[config.mk]
export PLATFORM = sky130hd
export DESIGN_NAME = mux_scan_ctrl
export DESIGN_NICKNAME = d
export VERILOG_FILES = /design/src/rtl/mux_scan_ctrl.sv
export SDC_FILE = /design/constraint.sdc
export NUM_CORES = 1
export LEC_CHECK = 0
export CAP_MARGIN = 20
export CORE_ASPECT_RATIO = 1.1
export CORE_MARGIN = 4
export CORE_UTILIZATION = 51
export CTS_CLUSTER_DIAMETER = 120
export CTS_CLUSTER_SIZE = 25
export DETAILED_ROUTE_END_ITERATION = 6
export PLACE_DENSITY = 0.77
export SLEW_MARGIN = 20
export SYNTH_ARGS = -nofsm -noshare
export SYNTH_HDL_FRONTEND = slang
export SYNTH_SLANG_ARGS = --single-unit
[constraint.sdc]
create_clock -name clk_i -period 2.01 [get_ports clk_i]
set_clock_uncertainty 0.1 [all_clocks]
set_input_delay 0.5025 -clock clk_i [delete_from_list [all_inputs] [get_ports clk_i]]
set_output_delay 0.5025 -clock clk_i [all_outputs]
set_load 0.005 [all_outputs]
[src/rtl/mux_scan_ctrl.sv]
// Scans a 4:1 mux through the enabled channels and returns the captured bits as one word; SCAN_CONTINUOUS_EN lets start in DONE chain passes.
// Pass takes n*DWELL SETTLE cycles plus one DONE cycle; start is the only request and is ignored while busy.
module mux_scan_ctrl #(
    parameter int DWELL = 2
) (
    input  logic       clk_i,
    input  logic       rst_i,
    input  logic       start_i,
    input  logic [3:0] ch_mask_i,
    input  logic       mux_dout_i,
    output logic [1:0] sel_o,
    output logic       busy_o,
    output logic       done_o,
    output logic [3:0] sample_o
);
    localparam int DW = (DWELL > 1) ? $clog2(DWELL) : 1;
    localparam logic [DW-1:0] DCNT_LAST = DW'(DWELL - 1);

    typedef enum logic [1:0] {IDLE, SETTLE, DONE} state_t;

    state_t          state_q, state_d;
    logic [3:0]      mask_q, mask_d;
    logic [1:0]      ch_q, ch_d;
    logic [DW-1:0]   dcnt_q, dcnt_d;
    logic [3:0]      shadow_q, shadow_d;
    logic [1:0]      sel_q, sel_d;
    logic            busy_q, busy_d;
    logic            done_q, done_d;
    logic [3:0]      sample_q, sample_d;
    logic            launch;
    logic [2:0]      nxt;

    function automatic logic [1:0] first_ch(input logic [3:0] m);
        logic [1:0] r;
        r = 2'd0;
        for (int i = 3; i >= 0; i--) begin
            if (m[i]) r = 2'(i);
        end
        return r;
    endfunction

    // Returns {found, channel} for the lowest enabled channel above c.
    function automatic logic [2:0] next_ch(input logic [3:0] m, input logic [1:0] c);
        logic [2:0] r;
        r = 3'd0;
        for (int i = 3; i >= 0; i--) begin
            if (m[i] && (i > int'(c))) r = {1'b1, 2'(i)};
        end
        return r;
    endfunction

`ifdef SCAN_CONTINUOUS_EN
    assign launch = start_i && ((state_q == IDLE) || (state_q == DONE));
`else
    assign launch = start_i && (state_q == IDLE);
`endif

    assign nxt = next_ch(mask_q, ch_q);

    always_comb begin
        state_d  = state_q;
        mask_d   = mask_q;
        ch_d     = ch_q;
        dcnt_d   = dcnt_q;
        shadow_d = shadow_q;
        sample_d = sample_q;

        case (state_q)
            SETTLE: begin
                if (dcnt_q == DCNT_LAST) begin
                    shadow_d[ch_q] = mux_dout_i;
                    dcnt_d         = '0;
                    if (nxt[2]) begin
                        ch_d = nxt[1:0];
                    end else begin
                        state_d = DONE;
                    end
                end else begin
                    dcnt_d = dcnt_q + 1'b1;
                end
            end
            DONE: begin
                sample_d = shadow_q;
                state_d  = IDLE;
            end
            default: ;
        endcase

        if (launch) begin
            shadow_d = '0;
            if (ch_mask_i != 4'b0000) begin
                mask_d  = ch_mask_i;
                ch_d    = first_ch(ch_mask_i);
                dcnt_d  = '0;
                state_d = SETTLE;
            end else begin
                state_d = DONE;
            end
        end

        // Outputs are registered images of the state being entered.
        busy_d = (state_d == SETTLE);
        done_d = (state_d == DONE);
        sel_d  = (state_d == SETTLE) ? ch_d : 2'd0;
    end

    always_ff @(posedge clk_i or posedge rst_i) begin
        if (rst_i) begin
            state_q  <= IDLE;
            mask_q   <= '0;
            ch_q     <= '0;
            dcnt_q   <= '0;
            shadow_q <= '0;
            sel_q    <= '0;
            busy_q   <= 1'b0;
            done_q   <= 1'b0;
            sample_q <= '0;
        end else begin
            state_q  <= state_d;
            mask_q   <= mask_d;
            ch_q     <= ch_d;
            dcnt_q   <= dcnt_d;
            shadow_q <= shadow_d;
            sel_q    <= sel_d;
            busy_q   <= busy_d;
            done_q   <= done_d;
            sample_q <= sample_d;
        end
    end

    assign sel_o    = sel_q;
    assign busy_o   = busy_q;
    assign done_o   = done_q;
    assign sample_o = sample_q;
endmodule
# Word-level counts from Yosys, hierarchy flattened
# Cells that the tools add are included.
# totals
inputBits,8
rom_bits,0
memories,0
latchBits,0
register_bits,21
mem_bits_rw,0
# op_classes
div_mod_pow,0
n_eq_ne,4
add_sub_neg,1
bitwise_logic,0
n_reduce_logical,11
mul,0
n_lt_le_gt_ge,5
mux,28
shifts,0
# op_table
cell,n
2-bit two-way mux,14
4-bit two-way mux,3
3-bit two-way mux,3
1-bit logical AND,5
1-bit two-way mux,5
4-bit bitwise mux,1
"2-bit by 1-bit equality test with 1-bit output, second input constant",2
"2-bit equality test, second input constant",2
"2-bit > comparator, first input constant",2
2-bit one-hot mux with 2 select lines,1
2-bit AND reduction,2
2-bit nonzero test,2
4-bit nonzero test,1
"2-bit by 3-bit less-than comparator with 1-bit output, second input constant",1
1-bit demux with 2-bit select,1
"2-bit by 1-bit >= comparator with 1-bit output, second input constant",1
"1-bit by 2-bit > comparator with 1-bit output, first input constant",1
2-bit zero test,1
"1-bit adder, second input constant",1

# Longest topological paths before layout
# logic_depth
word_depth,11
mapped_depth,7
mapped_depth_nobuf,7

# Worst setup path after synthesis
# OpenSTA, ideal clock, no wires.
# synth_path
path_type,register to register
startpoint,reg state_q[0]
endpoint,"reg sel_q[1], in the netlist sel_o[1]"
slack_ns,0.467
path_stages_with_launch,7
n_path_buf,0
period_less_slack_ns,1.543
t_required_ns,1.786
setup_time_ns,0.124
arrival_time_ns,1.318
path_cell_list,dfrtp_1 -> inv_1 -> ha_1 -> nand2_2 -> a21oi_2 -> o32a_2 -> nor2b_1
# synth_rtl
item,line_no,rtl
start: declaration,21,"state_t state_q, state_d;"
start signal: assignment,119,state_q <= state_d;
2-bit by 1-bit equality test with 1-bit output,68,case (state_q)
2-bit two-way mux,68,
2-bit two-way mux,91,if (ch_mask_i != 4'b0000) begin
2-bit two-way mux (*),89,if (launch) begin
named net ch_d[1],23,"logic [1:0] ch_q, ch_d;"
2-bit two-way mux (*),104,sel_d = (state_d == SETTLE) ? ch_d : 2'd0;
named net sel_d[1],26,"logic [1:0] sel_q, sel_d;"
end signal: assignment,124,sel_q <= sel_d;
end: declaration,26,
# The timed path passes the listed nets; every way through them passes the cells marked *.
# A chain may end at the register's enable or synchronous reset.

# Worst setup path after layout
# layout_path
startpoint,"reg sample_q[3], in the netlist sample_o[3]"
endpoint,out sample_o[3]
# layout_rtl
item,line_no,rtl
start: declaration,29,"logic [3:0] sample_q, sample_d;"
start signal: assignment,127,sample_q <= sample_d;
end: declaration,14,output logic [3:0] sample_o
# No word-level cell between the ends.

==> impl_metrics.yaml <==
status:
  outcome: "finished clean"
timing:
  clock.fmax_mhz: 567
  rsz0062_at_grt: "no"
  min_period_over_period_pct: 87.8
  tightest_slew_ns: 0.281
  holdWs_ns: 0.403
  period_minus_slack_ns: 1.76
  slew_viol_final: 0
  finalHoldViolCount: 0
  tns_ns: 0
  slew-limit-headroom_pct: 81.2
  setup_slack_ns: 0.245
  setup_violations: 0
cts:
  postCtsHoldBufs: 0
  cts_buffer_depth: 2
  cts_setup_buffers: 0
  cts.clk_slew.worst_paths_ns: 0.11
  numCtsBuffers: 3
  tritoncts: "yes"
  root_buffer: "clkbuf_4"
  cts.htree.levels: 1
  cts_num_sinks: 20
  cts_resized: 0
  clk_latency_ns: 0.31
logic_synthesis:
  ys_ff_latch: 20
  ys_types: 32
  synth_edf_count: 0
  synthTopCellsByArea: "dfrtp_1, mux2_2, ha_1"
  syn_nets: 102
  synth_cells: 91
  netlist_area_um2: 956
  syn_avg_cell_area_um2: 10.5
  netlist.area_leader.share_pct: 52.4
  synth_area_leader_cell: "dfrtp_1"
  synth.most_common_cell: "dfrtp_1"
  synth-main-ff-cell: "dfrtp_1"
  yosys_warnings: 0
  async_reset_ff_share_pct: 100
  synth_common_cells: "dfrtp_1, nand2_1, nor2_1"
  yosysSeqAreaShare_pct: 52.4
layout:
  fill_cells: 155
  fin_nets: 122
  multi_input_area_um2: 414
  seq_area_um2: 500
  drive_gt1_share_pct: 18.2
  area_growth_pct: 21.9
  final_area_um2: 1160
  n_antenna_cell: 0
  postLayoutCoreUtil_pct: 65.4
  fin_cells: 128
floorplanning:
  dieArea_um2: 2630
  top_level_ports: 16
  dieWidth_um: 49.3
  core_um2: 1780
  initial_core_util_pct: 53.7
  rows: 16
  chipHeight_um: 53.4
place:
  place_congestion: 0.784
  io_buffers: 15
  dpl_cell_area_um2: 1130
  dp.final_hpwl_mm: 1.34
  post-place-cells: 124
  pre_cts_ws_ns: 0.0336
route:
  wl_per_cell_um: 14.0
  drc_errors: 0
  routed_wl_mm: 1.80
  dr.pass1.iters: 4
  vias: 736
  viasPerCell: 5.75
  drtIter0Drc: 15
  ant_nets: 0
critical_path:
  max_stage_delay_ns: 0.50
  crit_family: "buffers and inverters"
  critPathArrivalTime_ns: 1.16
  cp-start-kind: "flop"
  critPathBufInv: 1
  worstSetupEndpointType: "primary output"
  path_cells: "clkdlybuf4s50_1"
  cp_slowest_cell: "clkdlybuf4s50_1"
  required_ns: 1.41
  path_class: "reg2out"
  crit_fanout: 2
global_routing:
  grtUsageMet1_pct: 18.9
  grt_usage_pct: 16.5
  met2_usage_pct: 28.3
  grt_max_degree: 21
  grt_pass1_wl_mm: 3.18
  gr-total-overflow: 0
  met3_usage_pct: 2.82
  antenna_found_initial: 0
  grt_pass1_vias: 711
  grt.busiest_layer: "met2"
pwr:
  irDropWorstVdd_v: 0.000969
  leakage_nw: 0.547
  p_per_area_nw_per_um2: 1410
  power_mw: 1.65
job:
  cap_violations: 0
worst_hold_path:
  hp-class: "reg2reg"
[final cells by class]
cell class	count	area share [%]
Clock buffer	4	3.11
Inverter	7	2.26
Multi-Input combinational cell	62	35.6
Sequential cell	20	43.0
Tap cell	18	1.93
Timing Repair Buffer	17	14.2
[cells by family after synthesis]
group / after synthesis / synth area share, %
simple gates: 33 / 17.1
mux: 7 / 7.85
buf+inv: 9 / 4.32
fa+ha+maj: 3 / 3.93
flops: 20 / 52.4
compound gates: 18 / 13.5
xor+xnor: 1 / 0.916
[state kept, by name, summed over array words and instances (netlist names)]
name	count
sample_o	4
shadow_q	4
mask_q	3
ch_q	2
sel_o	2
state_q	2
busy_o	1
dcnt_q	1
done_o	1
[power breakdown]
group / internal (mW) / switching [mW]
combinational: 0.371 / 0.346
sequential: 0.560 / 0.137
clock: 0.111 / 0.123
total: 1.04 / 0.606
[layout by cell type, fill, tap and decap left out, types with 3 or more instances in the layout]
| cell type | n |
|---|---|
| dfrtp_1 | 20 |
| clkdlybuf4s50_1 | 15 |
| nand2_1 | 10 |
| nor2_1 | 8 |
| inv_1 | 6 |
| mux2_2 | 4 |
| nor3_1 | 3 |
| mux2i_1 | 3 |
| nor2_2 | 3 |
| a21oi_1 | 3 |
| o21ai_0 | 3 |
| ha_1 | 3 |
| clkbuf_4 | 3 |
[worst paths after layout]
check                            start           to  slack [ns]  cells past startpoint
hold / removal               mask_q[1]    mask_q[1]        0.40                      2
max in group asynchronous        rst_i  sample_o[0]        1.18                      3
hold reg to reg              mask_q[1]    mask_q[1]        0.40                      2
min in group asynchronous        rst_i  sample_o[2]        0.42                      3
setup reg to reg            state_q[1]     sel_o[1]        0.30                      7
setup / recovery           sample_o[3]  sample_o[3]        0.25                      1
[layer usage]
layer  part of all wire, %  vias to the layer above
met3                   5.6                        5
met1                    42                      354
met4                   2.7                        0
met2                    50                       26
li1                      -                      351
met5                     0                        -
Power figures use the tool's default switching activity.
